## src/rtl/ws2812_frame_driver_if.sv

```systemverilog
// Pixel-buffer read port between ws2812_frame_driver (master) and the buffer (slave).
// Read data is registered: rd_data is valid one clk after the rd_en cycle.
interface ws2812_frame_driver_if #(
    parameter int unsigned ADDR_W = 6
) ();
    logic              rd_en;
    logic [ADDR_W-1:0] rd_addr;
    logic [7:0]        rd_data;

    modport master (output rd_en, output rd_addr, input rd_data);
    modport slave  (input rd_en, input rd_addr, output rd_data);
endinterface

```

## src/rtl/ws2812_frame_driver.sv

```systemverilog
// Streams 3*NUM_LEDS buffer bytes MSB-first as WS2812 NRZ cells, then latches low and pulses done.
// Define WS2812_GRB_REMAP_EN to read an RGB buffer in G,R,B wire order.
module ws2812_frame_driver #(
    parameter int unsigned NUM_LEDS = 18,
    parameter int unsigned ADDR_W   = 6,
    parameter int unsigned T0H      = 19,
    parameter int unsigned T1H      = 38,
    parameter int unsigned TBIT     = 60,
    parameter int unsigned TRESET   = 2880
) (
    input  logic                         clk,
    input  logic                         rst_n,
    input  logic                         start,
    output logic                         busy,
    output logic                         done,
    ws2812_frame_driver_if.master        buf_if,
    output logic                         dout
);
    localparam int unsigned CW = $clog2(TBIT);
    localparam int unsigned RW = (TRESET > 1) ? $clog2(TRESET) : 1;
    localparam logic [ADDR_W-1:0] LAST_BYTE = ADDR_W'(3 * NUM_LEDS - 1);
`ifdef WS2812_GRB_REMAP_EN
    localparam logic [ADDR_W-1:0] FIRST_ADDR = ADDR_W'(1);
`else
    localparam logic [ADDR_W-1:0] FIRST_ADDR = '0;
`endif

    typedef enum logic [2:0] {ST_IDLE, ST_FETCH, ST_CAPTURE, ST_SEND, ST_LATCH} state_t;

    state_t            state_q, state_d;
    logic              dout_q, dout_d;
    logic              busy_q, busy_d;
    logic              done_q, done_d;
    logic              rd_en_q, rd_en_d;
    logic [ADDR_W-1:0] rd_addr_q, rd_addr_d;
    logic [7:0]        shift_q, shift_d;
    logic [7:0]        stage_q, stage_d;
    logic [2:0]        bit_idx_q, bit_idx_d;
    logic [CW-1:0]     cell_cnt_q, cell_cnt_d;
    logic [ADDR_W-1:0] byte_idx_q, byte_idx_d;
    logic [RW-1:0]     rst_cnt_q, rst_cnt_d;
`ifdef WS2812_GRB_REMAP_EN
    // led_base tracks 3*led incrementally; k is the byte slot within the LED
    logic [ADDR_W-1:0] led_base_q, led_base_d;
    logic [1:0]        k_q, k_d;
`endif

    function automatic logic [CW-1:0] high_len(input logic b);
        return b ? CW'(T1H) : CW'(T0H);
    endfunction

    always_comb begin
        state_d    = state_q;
        dout_d     = dout_q;
        busy_d     = busy_q;
        done_d     = 1'b0;
        rd_en_d    = 1'b0;
        rd_addr_d  = rd_addr_q;
        shift_d    = shift_q;
        stage_d    = stage_q;
        bit_idx_d  = bit_idx_q;
        cell_cnt_d = cell_cnt_q;
        byte_idx_d = byte_idx_q;
        rst_cnt_d  = rst_cnt_q;
`ifdef WS2812_GRB_REMAP_EN
        led_base_d = led_base_q;
        k_d        = k_q;
`endif
        case (state_q)
            ST_IDLE: begin
                if (start) begin
                    state_d    = ST_FETCH;
                    busy_d     = 1'b1;
                    rd_en_d    = 1'b1;
                    rd_addr_d  = FIRST_ADDR;
                    byte_idx_d = '0;
`ifdef WS2812_GRB_REMAP_EN
                    led_base_d = '0;
                    k_d        = 2'd0;
`endif
                end
            end
            ST_FETCH: state_d = ST_CAPTURE;
            ST_CAPTURE: begin
                shift_d    = buf_if.rd_data;
                bit_idx_d  = 3'd7;
                cell_cnt_d = '0;
                dout_d     = (high_len(buf_if.rd_data[7]) != '0);
                state_d    = ST_SEND;
            end
            ST_SEND: begin
                if (cell_cnt_q == CW'(TBIT - 1)) begin
                    cell_cnt_d = '0;
                    if (bit_idx_q != 3'd0) begin
                        bit_idx_d = bit_idx_q - 3'd1;
                        shift_d   = {shift_q[6:0], 1'b0};
                        dout_d    = (high_len(shift_q[6]) != '0);
                        // Issue the prefetch so rd_en lands on cell_cnt 0 of the byte's last cell
                        if (bit_idx_q == 3'd1 && byte_idx_q != LAST_BYTE) begin
                            rd_en_d = 1'b1;
`ifdef WS2812_GRB_REMAP_EN
                            case (k_q)
                                2'd0: begin
                                    rd_addr_d = led_base_q;
                                    k_d       = 2'd1;
                                end
                                2'd1: begin
                                    rd_addr_d = led_base_q + ADDR_W'(2);
                                    k_d       = 2'd2;
                                end
                                default: begin
                                    rd_addr_d  = led_base_q + ADDR_W'(4);
                                    led_base_d = led_base_q + ADDR_W'(3);
                                    k_d        = 2'd0;
                                end
                            endcase
`else
                            rd_addr_d = rd_addr_q + ADDR_W'(1);
`endif
                        end
                    end else if (byte_idx_q != LAST_BYTE) begin
                        shift_d    = stage_q;
                        bit_idx_d  = 3'd7;
                        byte_idx_d = byte_idx_q + ADDR_W'(1);
                        dout_d     = (high_len(stage_q[7]) != '0);
                    end else begin
                        state_d   = ST_LATCH;
                        dout_d    = 1'b0;
                        rst_cnt_d = '0;
                    end
                end else begin
                    cell_cnt_d = cell_cnt_q + CW'(1);
                    dout_d     = ((cell_cnt_q + CW'(1)) < high_len(shift_q[7]));
                    if (bit_idx_q == 3'd0 && cell_cnt_q == CW'(1) && byte_idx_q != LAST_BYTE)
                        stage_d = buf_if.rd_data;
                end
            end
            ST_LATCH: begin
                dout_d = 1'b0;
                if (rst_cnt_q == RW'(TRESET - 1)) begin
                    state_d = ST_IDLE;
                    done_d  = 1'b1;
                    busy_d  = 1'b0;
                end else begin
                    rst_cnt_d = rst_cnt_q + RW'(1);
                end
            end
            default: begin
                state_d = ST_IDLE;
                dout_d  = 1'b0;
                busy_d  = 1'b0;
            end
        endcase
    end

    always_ff @(posedge clk or negedge rst_n) begin
        if (!rst_n) begin
            state_q    <= ST_IDLE;
            dout_q     <= 1'b0;
            busy_q     <= 1'b0;
            done_q     <= 1'b0;
            rd_en_q    <= 1'b0;
            rd_addr_q  <= '0;
            shift_q    <= '0;
            stage_q    <= '0;
            bit_idx_q  <= '0;
            cell_cnt_q <= '0;
            byte_idx_q <= '0;
            rst_cnt_q  <= '0;
`ifdef WS2812_GRB_REMAP_EN
            led_base_q <= '0;
            k_q        <= '0;
`endif
        end else begin
            state_q    <= state_d;
            dout_q     <= dout_d;
            busy_q     <= busy_d;
            done_q     <= done_d;
            rd_en_q    <= rd_en_d;
            rd_addr_q  <= rd_addr_d;
            shift_q    <= shift_d;
            stage_q    <= stage_d;
            bit_idx_q  <= bit_idx_d;
            cell_cnt_q <= cell_cnt_d;
            byte_idx_q <= byte_idx_d;
            rst_cnt_q  <= rst_cnt_d;
`ifdef WS2812_GRB_REMAP_EN
            led_base_q <= led_base_d;
            k_q        <= k_d;
`endif
        end
    end

    assign dout           = dout_q;
    assign busy           = busy_q;
    assign done           = done_q;
    assign buf_if.rd_en   = rd_en_q;
    assign buf_if.rd_addr = rd_addr_q;
endmodule

```

## src/flat_wrapper.sv

```systemverilog
// flat-port wrapper written by rule: the top's interface ports become plain ports
module ws2812_frame_driver_flat 
#(
    parameter int unsigned NUM_LEDS = 18,
    parameter int unsigned ADDR_W   = 6,
    parameter int unsigned T0H      = 19,
    parameter int unsigned T1H      = 38,
    parameter int unsigned TBIT     = 60,
    parameter int unsigned TRESET   = 2880
)
  (clk, rst_n, start, busy, done, dout, buf_if_rd_en, buf_if_rd_addr, buf_if_rd_data);
  ws2812_frame_driver_if #(.ADDR_W(ADDR_W)) buf_if_i ();
  input  logic clk;
  input  logic rst_n;
  input  logic start;
  output logic busy;
  output logic done;
  output logic dout;
  output wire logic [$bits(buf_if_i.rd_en)-1:0] buf_if_rd_en;
  output wire logic [$bits(buf_if_i.rd_addr)-1:0] buf_if_rd_addr;
  input wire logic [$bits(buf_if_i.rd_data)-1:0] buf_if_rd_data;
  assign buf_if_rd_en = buf_if_i.rd_en;
  assign buf_if_rd_addr = buf_if_i.rd_addr;
  assign buf_if_i.rd_data = buf_if_rd_data;
  ws2812_frame_driver #(.NUM_LEDS(NUM_LEDS), .ADDR_W(ADDR_W), .T0H(T0H), .T1H(T1H), .TBIT(TBIT), .TRESET(TRESET)) u_core (.clk(clk), .rst_n(rst_n), .start(start), .busy(busy), .done(done), .buf_if(buf_if_i), .dout(dout));
endmodule
```

## config.mk

```make
export PLATFORM = sky130hd
export DESIGN_NAME = ws2812_frame_driver_flat
export DESIGN_NICKNAME = d
export VERILOG_FILES = /design/src/rtl/ws2812_frame_driver_if.sv /design/src/rtl/ws2812_frame_driver.sv /design/src/flat_wrapper.sv
export SDC_FILE = /design/constraint.sdc
export NUM_CORES = 1
export LEC_CHECK = 0
export ABC_AREA = 0
export CORE_ASPECT_RATIO = 0.75
export CORE_MARGIN = 3
export CORE_UTILIZATION = 39
export DETAILED_ROUTE_END_ITERATION = 8
export GPL_TIMING_DRIVEN = 0
export HOLD_SLACK_MARGIN = 0.03
export SLEW_MARGIN = 15
export SYNTH_ARGS = -nofsm -noshare
export SYNTH_HDL_FRONTEND = slang
export SYNTH_SLANG_ARGS = --single-unit
```

## constraint.sdc

```tcl
create_clock -name clk -period 3.1 [get_ports clk]
set_input_delay 0.31 -clock clk [delete_from_list [all_inputs] [get_ports clk]]
set_output_delay 0.31 -clock clk [all_outputs]
set_load 0.03 [all_outputs]
```

==> results of run 1 <==
==> power groups by stage <==
stage          clock network, mW  registers (mW)  logic [mW]
2_1_floorplan                  0           0.772      0.0204
3_3_place_gp                   0           0.766      0.0699
3_5_place_dp                   0           0.766      0.0709
4_1_cts                    0.420           0.752      0.0708
5_1_grt                    0.450           0.754      0.0779
6_report                   0.405           0.752      0.0687
==> synthesized netlist by cell type, drive strengths merged <==
cell type	count	area share
nor2b	3	0.0061
o21bai	2	0.0049
o311ai	1	0.0028
a21oi	20	0.032
a21o	2	0.0049
or3	6	0.013
or4b	2	0.0065
and3b	1	0.0028
nor3	7	0.013
buf	8	0.013
nor4b	1	0.0028
ha	12	0.049
a32o	3	0.0097
o2bb2ai	1	0.0028
a211o	1	0.0028
or2	3	0.0061
nand4b	1	0.0028
o21ai	16	0.026
mux2i	10	0.032
o32ai	1	0.0028
nand2	27	0.034
a211oi	1	0.0024
xor2	2	0.0057
xnor2	3	0.0085
nand4	3	0.0061
o41ai	1	0.0028
and2	4	0.0081
clkbuf	10	0.012
a31oi	1	0.0020
nand2b	2	0.0040
mux2	17	0.062
o31ai	16	0.039
and3	2	0.0040
o22ai	2	0.0040
nand3	11	0.018
nor4	4	0.013
or3b	1	0.0028
or4	17	0.041
nand3b	3	0.013
dfrtp	56	0.45
nor2	13	0.016
inv	11	0.013
==> worst max-delay path, delay by kind of cell, from the launching register on <==
family / cells / cell delay, ns
AND/OR/NAND/NOR: 3 / 0.98
buffers and inverters: 2 / 0.44
multiplexers: 1 / 0.41
flip-flops: 1 / 0.39
adder cells (fa/ha/maj): 1 / 0.21
==> stage by stage <==
step | setup TNS (ns) | power, mW | setup WS, ns
2_1_floorplan | 0 | 0.793 | 0.941
6_report | 0 | 1.23 | 0.565
3_3_place_gp | -9.85 | 0.836 | -0.181
5_1_grt | 0 | 1.28 | 0.394
3_5_place_dp | 0 | 0.837 | 0.583
4_1_cts | 0 | 1.24 | 0.548
==> worst max path at each step <==
stage	depth (start not counted)	slack (ns)	end	from
floorplan	8	0.94	u_core.dout$_DFFE_PN0N_	u_core.cell_cnt_q[0]$_DFFE_PN0N_
global placement	1	-0.18	u_core.stage_q[5]$_DFFE_PN0P_	rst_n
finish	7	0.57	u_core.stage_q[0]$_DFFE_PN0P_	u_core.bit_idx_q[0]$_DFFE_PN0P_
global route	7	0.39	u_core.stage_q[2]$_DFFE_PN0P_	u_core.bit_idx_q[0]$_DFFE_PN0P_
detailed placement	7	0.58	u_core.stage_q[7]$_DFFE_PN0P_	u_core.bit_idx_q[0]$_DFFE_PN0P_
CTS	7	0.55	u_core.stage_q[0]$_DFFE_PN0P_	u_core.bit_idx_q[0]$_DFFE_PN0P_
==> cell type report <==
cell class | count | area (um^2) | share of cell area
Sequential cell | 56 | 1400 | 0.400
Tap cell | 101 | 126 | 0.0361
Clock inverter | 1 | 8.76 | 0.00250
Inverter | 11 | 41.3 | 0.0118
Multi-Input combinational cell | 223 | 1570 | 0.449
Timing Repair Buffer | 20 | 198 | 0.0565
Buffer | 18 | 77.6 | 0.0222
Clock buffer | 7 | 76.3 | 0.0218
==> logic make-up (layout without fill, tap and decap cells) <==
family | after synthesis | in the layout | share of synthesized area
and+or+nand+nor | 111 | 111 | 0.212
AOI/OAI and AO/OA | 68 | 68 | 0.139
DFF | 56 | 56 | 0.453
buffers and inverters | 29 | 57 | 0.0384
muxes | 27 | 27 | 0.0943
adders and majority gates | 12 | 12 | 0.0486
xor gates and xnor gates | 5 | 5 | 0.0142
==> metal layers <==
layer,share of wire,vias to the layer above,track usage
met4,0.0045,0,0.0241
li1,-,1188,-
met1,0.53,1192,0.230
met2,0.44,28,0.231
met5,0,-,0
met3,0.030,5,0.0303
==> sequential cells by signal (all words and copies together), names as in the netlist <==
name,flops
u_core.busy,1
u_core.byte_idx_q,6
u_core.buf_if.rd_addr,6
u_core.stage_q,8
u_core.shift_q,8
u_core.done,1
u_core.dout,1
u_core.rst_cnt_q,12
u_core.cell_cnt_q,6
u_core.bit_idx_q,3
u_core.state_q,3
u_core.buf_if.rd_en,1
==> reports/summary.txt, run 1 <==
====================================================================================
Status                                                                     completed
Switching power share of the total                                             0.236
Count of hold-fix buffers inserted at cts                                          0
# Post-CTS Setup Buffers                                                           0
Final critical-path required period                                          2.53 ns
Mean area per synthesized cell                                             10.0 um^2
Clock Latency Late Sink                                                      0.31 ns
Endpoint arrival time on the critical path                                   2.73 ns
Vias after detailed routing                                                    2,413
Port Buf Inserts                                                                  20
Post-placement cell count                                                        429
Lkg Pwr                                                                      1.43 nW
Layout overhead on the synthesized area                                        13.2%
Fraction of power consumed by sequential logic                                 0.613
CTS resizes                                                                        0
Die height                                                                   83.1 um
Post-route insts no fill                                                         437
Routed wire length                                                           6510 um
Clock Skews                                                                0.0143 ns
Half-perimeter wire length after detailed placement                          4570 um
Cell chain of the critical path                                         inv_1, ha_1, nor2b_1, buf_2, nand3_1, nor3_2, mux2_2
Required time of the critical path                                           3.30 ns
Flop-to-flop setup slack                                                     0.57 ns
Leftover overflow at the end of global routing                                     0
Effective utilization at floorplan                                             0.410
Share of the cycle needed by the critical path after routing                   0.818
Setup repair after global routing missed its margin                               no
# H-tree levels                                                                    2
Final ANT Viol Nets                                                                0
TritonCTS buffer count                                                             5
Clock-pin slew on the worst setup and hold paths                             0.11 ns
Weighted congestion at the end of routability-driven global placement          0.875
First-pass GRT wire length                                                 11,400 um
Number of nets in the synthesized netlist                                        331
TritonCTS clock tree                                                             yes
Seq cells post-synth                                                              56
Antenna cells                                                                      0
Largest stage delay on the critical path                                     0.57 ns
Sw power                                                                    0.290 mW
Sequential area share after synthesis                                          0.453
Critical Path Start Type                                                        flop
Filler cells                                                                     733
Via count of the first global-routing pass                                     2,296
Maximum vdd drop                                                            0.214 mV
Die Wd                                                                        109 um
Total Die Area                                                             9040 um^2
Number of max-capacitance violations reported                                      0
Share of power burned in the clock network                                     0.331
Dpl cell area                                                              3420 um^2
Via-per-instance ratio                                                          5.52
Clock Root Buffer                                                       sky130_fd_sc_hd__clkbuf_8
Aggregate global-route resource usage                                          0.153
Distinct cell type count of the synthesized netlist                               49
Measured slew at the worst slew-check pin                                   0.721 ns
Class of the tightest hold or removal check                             input pin to asynchronous set/reset pin
Number of instances in the synthesized netlist                                   308
Reg2Reg Launch Point                                                    u_core.bit_idx_q[0]$_DFFE_PN0P_
Depth of the most critical reg-to-reg path                                         7
Violation count after the first detailed-route iteration                         125
Top fanout value on the critical path                                             10
Antenna violations before repair                                                   0
Relative slew slack                                                            0.519
Maximum number of pins on one net before global-route repair                      57
Clk buf depth                                                                      2
Achievable Freq                                                              395 MHz
Initial DRT Pass Iterations                                                        4
Core box area                                                              7530 um^2
Final #Nets                                                                      358
Final Slew Violations                                                              0
Synthesized cell area                                                      3090 um^2
Power density cells                                                      350 nW/um^2
Number of DRC violations after detailed routing                                    0
Setup Crit Path Kind                                                    flop to flop
Final setup violating endpoints                                                    0
Cell type of the slowest stage on the worst timing path                 sky130_fd_sc_hd__nor3_2
Capturing element type of the critical path                                     flop
Number of warnings printed during yosys synthesis                                  0
Layout cell share with drive strength beyond 1                                 0.122
Wire per inst                                                                14.9 um
Most common cell after layout, fill and taps aside                      sky130_fd_sc_hd__dfrtp_1
End of the worst register-to-register path                              u_core.stage_q[0]$_DFFE_PN0P_
Final Cell Area                                                            3500 um^2
Final-report hold violation count                                                  0
Fin Hold WS                                                                0.0399 ns
Most used cells in the layout excluding fill and tap cells              sky130_fd_sc_hd__dfrtp_1, sky130_fd_sc_hd__nand2_1, sky130_fd_sc_hd__a21oi_1, sky130_fd_sc_hd__clkdlybuf4s50_1
Ports                                                                             21
Cell-internal power                                                         0.936 mW
Portion of total power attributed to combinational logic                       0.056
Clock Sink Count                                                                  56
Utilization after layout                                                       0.465
Num rows                                                                          27
====================================================================================
Power figures use the tool's default switching activity.
==> run 2, diff against run 1 <==
==> constraint.sdc (replaced) <==
create_clock -name clk -period 2.6 [get_ports clk]
set_input_delay 0.26 -clock clk [delete_from_list [all_inputs] [get_ports clk]]
set_output_delay 0.26 -clock clk [all_outputs]
set_load 0.03 [all_outputs]
==> reports/summary.txt, run 2 (same netlist as run 1, synthesis figures left out) <==
====================================================================================
Share of the cycle needed by the critical path after routing                   0.911
Flop-to-flop setup slack                                                     0.23 ns
Power density cells                                                      416 nW/um^2
Relative slew slack                                                            0.510
Measured slew at the worst slew-check pin                                   0.735 ns
Port Buf Inserts                                                                  20
Most common cell after layout, fill and taps aside                      sky130_fd_sc_hd__dfrtp_1
Required time of the critical path                                           2.80 ns
Fin Hold WS                                                                 0.502 ns
Number of max-capacitance violations reported                                      0
Final TNS setup                                                                 0 ns
Via count of the first global-routing pass                                     2,296
Cell type of the slowest stage on the worst timing path                 sky130_fd_sc_hd__nor3_4
Critical Path Start Type                                                        flop
Final #Nets                                                                      359
Vias after detailed routing                                                    2,420
Layout cell share with drive strength beyond 1                                 0.125
End of the worst register-to-register path                              u_core.stage_q[0]$_DFFE_PN0P_
Clock Skews                                                                0.0161 ns
Register bank with the most flops                                       u_core.rst_cnt_q
Reg2Reg Launch Point                                                    u_core.bit_idx_q[0]$_DFFE_PN0P_
Final Cell Area                                                            3520 um^2
Final setup slack of the worst path                                         0.232 ns
Filler cells                                                                     731
Depth of the most critical reg-to-reg path                                         7
Status                                                                     completed
Number of DRC violations after detailed routing                                    0
Overall power                                                                1.46 mW
Utilization after layout                                                       0.467
Layout overhead on the synthesized area                                        13.8%
Clock Latency Late Sink                                                      0.31 ns
Final Slew Violations                                                              0
Post-route insts no fill                                                         438
Cell chain of the critical path                                         inv_1, ha_1, nor2b_1, buf_2, nand3_1, nor3_4, mux2_2
Largest registers ranked by flip-flop count                             u_core.rst_cnt_q: 12 flops, u_core.shift_q: 8 flops, u_core.stage_q: 8 flops
Antenna cells                                                                      0
Dpl cell area                                                              3420 um^2
Antenna violations before repair                                                   0
Effective utilization at floorplan                                             0.410
Clock-pin slew on the worst setup and hold paths                             0.11 ns
Most used cells in the layout excluding fill and tap cells              sky130_fd_sc_hd__dfrtp_1, sky130_fd_sc_hd__nand2_1, sky130_fd_sc_hd__a21oi_1, sky130_fd_sc_hd__clkdlybuf4s50_1
Largest stage delay on the critical path                                     0.40 ns
Class of the tightest hold or removal check                             flop to flop
Setup repair after global routing missed its margin                               no
Wire per inst                                                                14.9 um
DP Worst Slack                                                             0.0833 ns
Achievable Freq                                                              422 MHz
Endpoint arrival time on the critical path                                   2.57 ns
Lkg Pwr                                                                      1.43 nW
Routed wire length                                                           6520 um
Weighted congestion at the end of routability-driven global placement          0.875
Top fanout value on the critical path                                             10
Half-perimeter wire length after detailed placement                          4570 um
Leftover overflow at the end of global routing                                     0
Beginning of the critical path                                          u_core.bit_idx_q[0]$_DFFE_PN0P_
Total Die Area                                                             9040 um^2
Number of flip-flops under the largest register name                              12
TritonCTS buffer count                                                             5
Ports                                                                             21
Aggregate global-route resource usage                                          0.153
Destination of the critical timing path                                 u_core.stage_q[0]$_DFFE_PN0P_
Die height                                                                   83.1 um
Clock Sink Count                                                                  56
Violation count after the first detailed-route iteration                         144
First-pass GRT wire length                                                 11,400 um
Final critical-path required period                                          2.37 ns
Clk buf depth                                                                      2
Post-placement cell count                                                        429
# H-tree levels                                                                    2
Setup Crit Path Kind                                                    flop to flop
Final ANT Viol Nets                                                                0
TritonCTS clock tree                                                             yes
Core box area                                                              7530 um^2
Via-per-instance ratio                                                          5.53
Maximum vdd drop                                                            0.255 mV
Final-report hold violation count                                                  0
Maximum number of pins on one net before global-route repair                      57
# Post-CTS Setup Buffers                                                           0
Num rows                                                                          27
Final setup violating endpoints                                                    0
Capturing element type of the critical path                                     flop
Clock Root Buffer                                                       sky130_fd_sc_hd__clkbuf_8
Initial DRT Pass Iterations                                                        4
Die Wd                                                                        109 um
====================================================================================
## run 2: changes by cell type in the layout (fill, tap and decap cells not counted)
cell / change
sky130_fd_sc_hd__nor3_2: -1
sky130_fd_sc_hd__clkbuf_2: +1
sky130_fd_sc_hd__dlygate4sd3_1: +1
sky130_fd_sc_hd__clkbuf_1: -1
sky130_fd_sc_hd__nor3_4: +1
## run 2: how the worst min path moves through the flow
stage	from	end	slack, ns	cells after the start
after floorplan	rst_n	u_core.bit_idx_q[0]$_DFFE_PN0P_	-0.04	0
after global placement	u_core.busy$_DFFE_PN0P_	u_core.busy$_DFFE_PN0P_	0.48	1
after detailed placement	rst_n	u_core.byte_idx_q[4]$_DFFE_PN0P_	0.37	1
after CTS	u_core.busy$_DFFE_PN0P_	u_core.busy$_DFFE_PN0P_	0.51	1
after global routing	u_core.busy$_DFFE_PN0P_	u_core.busy$_DFFE_PN0P_	0.54	1
final	u_core.busy$_DFFE_PN0P_	u_core.busy$_DFFE_PN0P_	0.50	1
## run 2: metal layers
metal | global-route usage | share of wire
met1 | 0.230 | 0.53
met2 | 0.231 | 0.43
met3 | 0.0303 | 0.042
met4 | 0.0241 | 0.0044
met5 | 0 | 0
## run 2: layout make-up
type,count,area (um^2),area share
buffer,18,78.8,0.0224
inverter,11,41.3,0.0117
clock inverter,1,8.76,0.00249
multi-input combinational,223,1580,0.448
clock buffer,7,76.3,0.0217
tap,101,126,0.0359
sequential,56,1400,0.398
timing repair buffer,21,208,0.0590
## run 2: report_power, final
part / internal [mW] / switching, mW / leakage (nW) / total (mW)
Combinational: 0.0387 / 0.0448 / 0.707 / 0.0835
Sequential: 0.885 / 0.0113 / 0.682 / 0.896
Clock: 0.194 / 0.291 / 0.0424 / 0.485
Total: 1.12 / 0.347 / 1.43 / 1.46
## run 2: repair_timing
item                       in CTS  in global routing
setup endpoints to repair       0                 16
hold buffers                    1                  0
hold endpoints to repair       10                  0
gates resized for setup         0                  3
## run 2: critical path, delay by kind of cell (launching register included)
kind	cells	cell delay [ns]
adder cells (fa/ha/maj)	1	0.21
flip-flops	1	0.39
AND/OR/NAND/NOR	3	0.82
multiplexers	1	0.39
buffers and inverters	2	0.44
==> run 3, diff against run 2 <==
--- a/config.mk
+++ b/config.mk
@@ -5,7 +5,7 @@
 export SDC_FILE = /design/constraint.sdc
 export NUM_CORES = 1
 export LEC_CHECK = 0
-export ABC_AREA = 0
+export ABC_AREA = 1
 export CORE_ASPECT_RATIO = 0.75
 export CORE_MARGIN = 3
 export CORE_UTILIZATION = 39
==> reports/summary.txt, run 3 <==
====================================================================================
Status                                                                  finished with violations
Violated checks                                                         negative hold slack
Largest registers ranked by flip-flop count                             u_core.rst_cnt_q: 12 flops, u_core.shift_q: 8 flops, u_core.stage_q: 8 flops
Share of the cycle needed by the critical path after routing                   0.728
Achievable Freq                                                              528 MHz
Half-perimeter wire length after detailed placement                          5150 um
Cell chain of the critical path                                         ha_1, nand3_1, nor2_4, nand3_1, nand2_1, nand3_2, buf_6, nand2_1, nand2_1
Post-route insts no fill                                                         576
# H-tree levels                                                                    2
Adder-cell area share of the yosys netlist                                    0.0448
Number of instances in the synthesized netlist                                   443
Total Die Area                                                             9760 um^2
Leading register cell type out of synthesis                             sky130_fd_sc_hd__dfrtp_1
Most common cell after layout, fill and taps aside                      sky130_fd_sc_hd__nand2_1
Library cell with the largest summed area after synthesis               sky130_fd_sc_hd__dfrtp_1
TritonCTS clock tree                                                             yes
Antenna violations before repair                                                   0
Power density cells                                                      428 nW/um^2
Layout cell share with drive strength beyond 1                                 0.108
First-pass GRT wire length                                                 12,800 um
Aggregate global-route resource usage                                          0.164
Capturing element type of the critical path                                     flop
Commonest cells post-synth                                              sky130_fd_sc_hd__nand2_1, sky130_fd_sc_hd__dfrtp_1, sky130_fd_sc_hd__nor2_1
Final-report hold violation count                                                  2
Effective utilization at floorplan                                             0.413
Via-per-instance ratio                                                          4.75
Number of max-capacitance violations reported                                      0
CTS resizes                                                                        0
Top-count cell post-synth                                               sky130_fd_sc_hd__nand2_1
Distinct cell type count of the synthesized netlist                               33
Leading post-synthesis cells by cell area                               sky130_fd_sc_hd__dfrtp_1, sky130_fd_sc_hd__nand2_1, sky130_fd_sc_hd__nor2_1, sky130_fd_sc_hd__nand3_1, sky130_fd_sc_hd__inv_1
Initial DRT Pass Iterations                                                        5
Class of the tightest hold or removal check                             input pin to asynchronous set/reset pin
Number of DRC violations after detailed routing                                    0
Routed wire length                                                           7200 um
Share of Yosys cell area claimed by the top area cell type                     0.418
Simple-Gate Fraction of Synth Area                                             0.353
Maximum vdd drop                                                            0.248 mV
Die Wd                                                                        113 um
Top fanout value on the critical path                                             10
Number of flops mapped to enable cells by yosys                                    0
Clock Skews                                                               0.00932 ns
Count of hold-fix buffers inserted at cts                                          0
TritonCTS buffer count                                                             5
Relative slew slack                                                            0.504
Xor/xnor share of the synthesized area                                        0.0366
Final critical-path required period                                          1.89 ns
Post-synthesis mux area share                                                      0
Required time of the critical path                                           2.79 ns
Clk buf depth                                                                      2
Largest stage delay on the critical path                                     0.47 ns
Register bank with the most flops                                       u_core.rst_cnt_q
Ports                                                                             21
Number of flip-flops under the largest register name                              12
Endpoint arrival time on the critical path                                   2.08 ns
Number of warnings printed during yosys synthesis                                  0
Clock Sink Count                                                                  56
# Post-CTS Setup Buffers                                                           0
Via count of the first global-routing pass                                     2,660
Clock-pin slew on the worst setup and hold paths                             0.07 ns
Mean area per synthesized cell                                             7.57 um^2
Weighted congestion at the end of routability-driven global placement          0.783
Measured slew at the worst slew-check pin                                   0.744 ns
Antenna cells                                                                      0
Filler cells                                                                     806
Final Slew Violations                                                              0
Port Buf Inserts                                                                  20
Final setup violating endpoints                                                    0
Layout overhead on the synthesized area                                        14.2%
Critical Path Start Type                                                        flop
Fraction of registers with async set or reset after synthesis                   1.00
Vias after detailed routing                                                    2,734
Top cell by count, worst path                                           sky130_fd_sc_hd__nand2_1
Area fraction in compound gates after synthesis                               0.0765
Maximum number of pins on one net before global-route repair                      57
Seq cells post-synth                                                              56
Core box area                                                              8130 um^2
Combinational family with the most area after synthesis                 simple AND/OR/NAND/NOR gates
Num rows                                                                          28
Cell type of the slowest stage on the worst timing path                 sky130_fd_sc_hd__dfrtp_1
Clock Latency Late Sink                                                      0.30 ns
Clock Root Buffer                                                       sky130_fd_sc_hd__clkbuf_16
Final #Nets                                                                      493
Lkg Pwr                                                                      1.92 nW
Die height                                                                   86.3 um
Final ANT Viol Nets                                                                0
Most used cells in the layout excluding fill and tap cells              sky130_fd_sc_hd__nand2_1, sky130_fd_sc_hd__dfrtp_1, sky130_fd_sc_hd__nor2_1, sky130_fd_sc_hd__inv_1, sky130_fd_sc_hd__nand3_1
Final TNS setup                                                                 0 ns
Violation count after the first detailed-route iteration                         149
Sequential area share after synthesis                                          0.418
Leftover overflow at the end of global routing                                     0
Number of nets in the synthesized netlist                                        466
Post-placement cell count                                                        568
Wire per inst                                                                12.5 um
Setup repair after global routing missed its margin                               no
Setup Crit Path Kind                                                    flop to flop
Fin Hold WS                                                             -0.000580 ns
Synthesized cell area                                                      3350 um^2
====================================================================================
## run 3: cell types whose count changed after synthesis, moves of 14 or more
cell                      change
sky130_fd_sc_hd__nand2_1    +125
sky130_fd_sc_hd__nor2_1      +35
sky130_fd_sc_hd__inv_1       +30
sky130_fd_sc_hd__nand3_1     +20
sky130_fd_sc_hd__mux2_2      -17
sky130_fd_sc_hd__or4_1       -17
sky130_fd_sc_hd__o31ai_1     -16
sky130_fd_sc_hd__a21oi_1     -14
## run 3: final cells by class
type | count | area [um^2] | area share
Multi-Input combinational cell | 331 | 1710 | 0.447
Timing Repair Buffer | 20 | 198 | 0.0516
Inverter | 48 | 181 | 0.0474
Buffer | 8 | 58.8 | 0.0154
Clock buffer | 8 | 146 | 0.0382
Sequential cell | 56 | 1400 | 0.366
Tap cell | 105 | 131 | 0.0343
## run 3: logic make-up after synthesis
family | count (synthesis)
xor+xnor | 14
fa+ha+maj | 12
compound gates | 43
buf+inv | 56
flops | 56
simple gates | 262
## run 3: stage by stage
| stage | worst slack (ns) | util | total power [mW] | cell area (um^2) | hold slack [ns] |
|---|---|---|---|---|---|
| after detailed placement | 0.742 | 0.453 | 0.963 | 3680 | 0.376 |
| after global placement | -0.665 | 0.454 | 0.962 | 3690 | 0.468 |
| after floorplan | 0.974 | - | 0.922 | 3350 | -0.0356 |
| after CTS | 0.714 | 0.471 | 1.67 | 3830 | 0.0555 |
| final | 0.707 | 0.471 | 1.64 | 3830 | -0.000580 |
| after global routing | 0.513 | 0.471 | 1.71 | 3830 | 0.0796 |
## run 3: path summary, 6_finish.rpt
| kind | from | end | slack [ns] | cells past startpoint |
|---|---|---|---|---|
| worst max-delay path | u_core.cell_cnt_q[0]$_DFFE_PN0N_ | u_core.rst_cnt_q[2]$_DFFE_PN0P_ | 0.71 | 9 |
| worst min-delay path | rst_n | u_core.rst_cnt_q[4]$_DFFE_PN0P_ | -0.0006 | 1 |
| worst max register to register | u_core.cell_cnt_q[0]$_DFFE_PN0N_ | u_core.rst_cnt_q[2]$_DFFE_PN0P_ | 0.71 | 9 |
| worst min register to register | u_core.shift_q[5]$_DFFE_PN0P_ | u_core.shift_q[5]$_DFFE_PN0P_ | 0.49 | 2 |
| max in group asynchronous | rst_n | u_core.bit_idx_q[1]$_DFFE_PN0P_ | 2.07 | 1 |
| min in group clk | u_core.shift_q[5]$_DFFE_PN0P_ | u_core.shift_q[5]$_DFFE_PN0P_ | 0.49 | 2 |
## run 3: worst max-delay path, delay by kind of cell (launching register included)
family,cells,cell delay [ns]
and+or+nand+nor,7,0.88
buffers and inverters,1,0.18
adders and majority gates,1,0.25
DFF,1,0.47
## run 3: power breakdown
part | total, mW | internal (mW) | switching, mW | leakage [nW]
sequential | 0.882 | 0.878 | 0.00443 | 0.661
clock | 0.694 | 0.386 | 0.308 | 0.0712
combinational | 0.0615 | 0.0247 | 0.0367 | 1.19
total | 1.64 | 1.29 | 0.349 | 1.92
## run 3: metal layers
layer  vias up  GRT usage  part of all wire  wire length, um
met3         7     0.0321             0.025              178
met2        27      0.249              0.42             3050
met4         0     0.0524             0.013               96
met5         -          0                 0                0
li1       1456          -                 -                -
met1      1244      0.237              0.54             3870
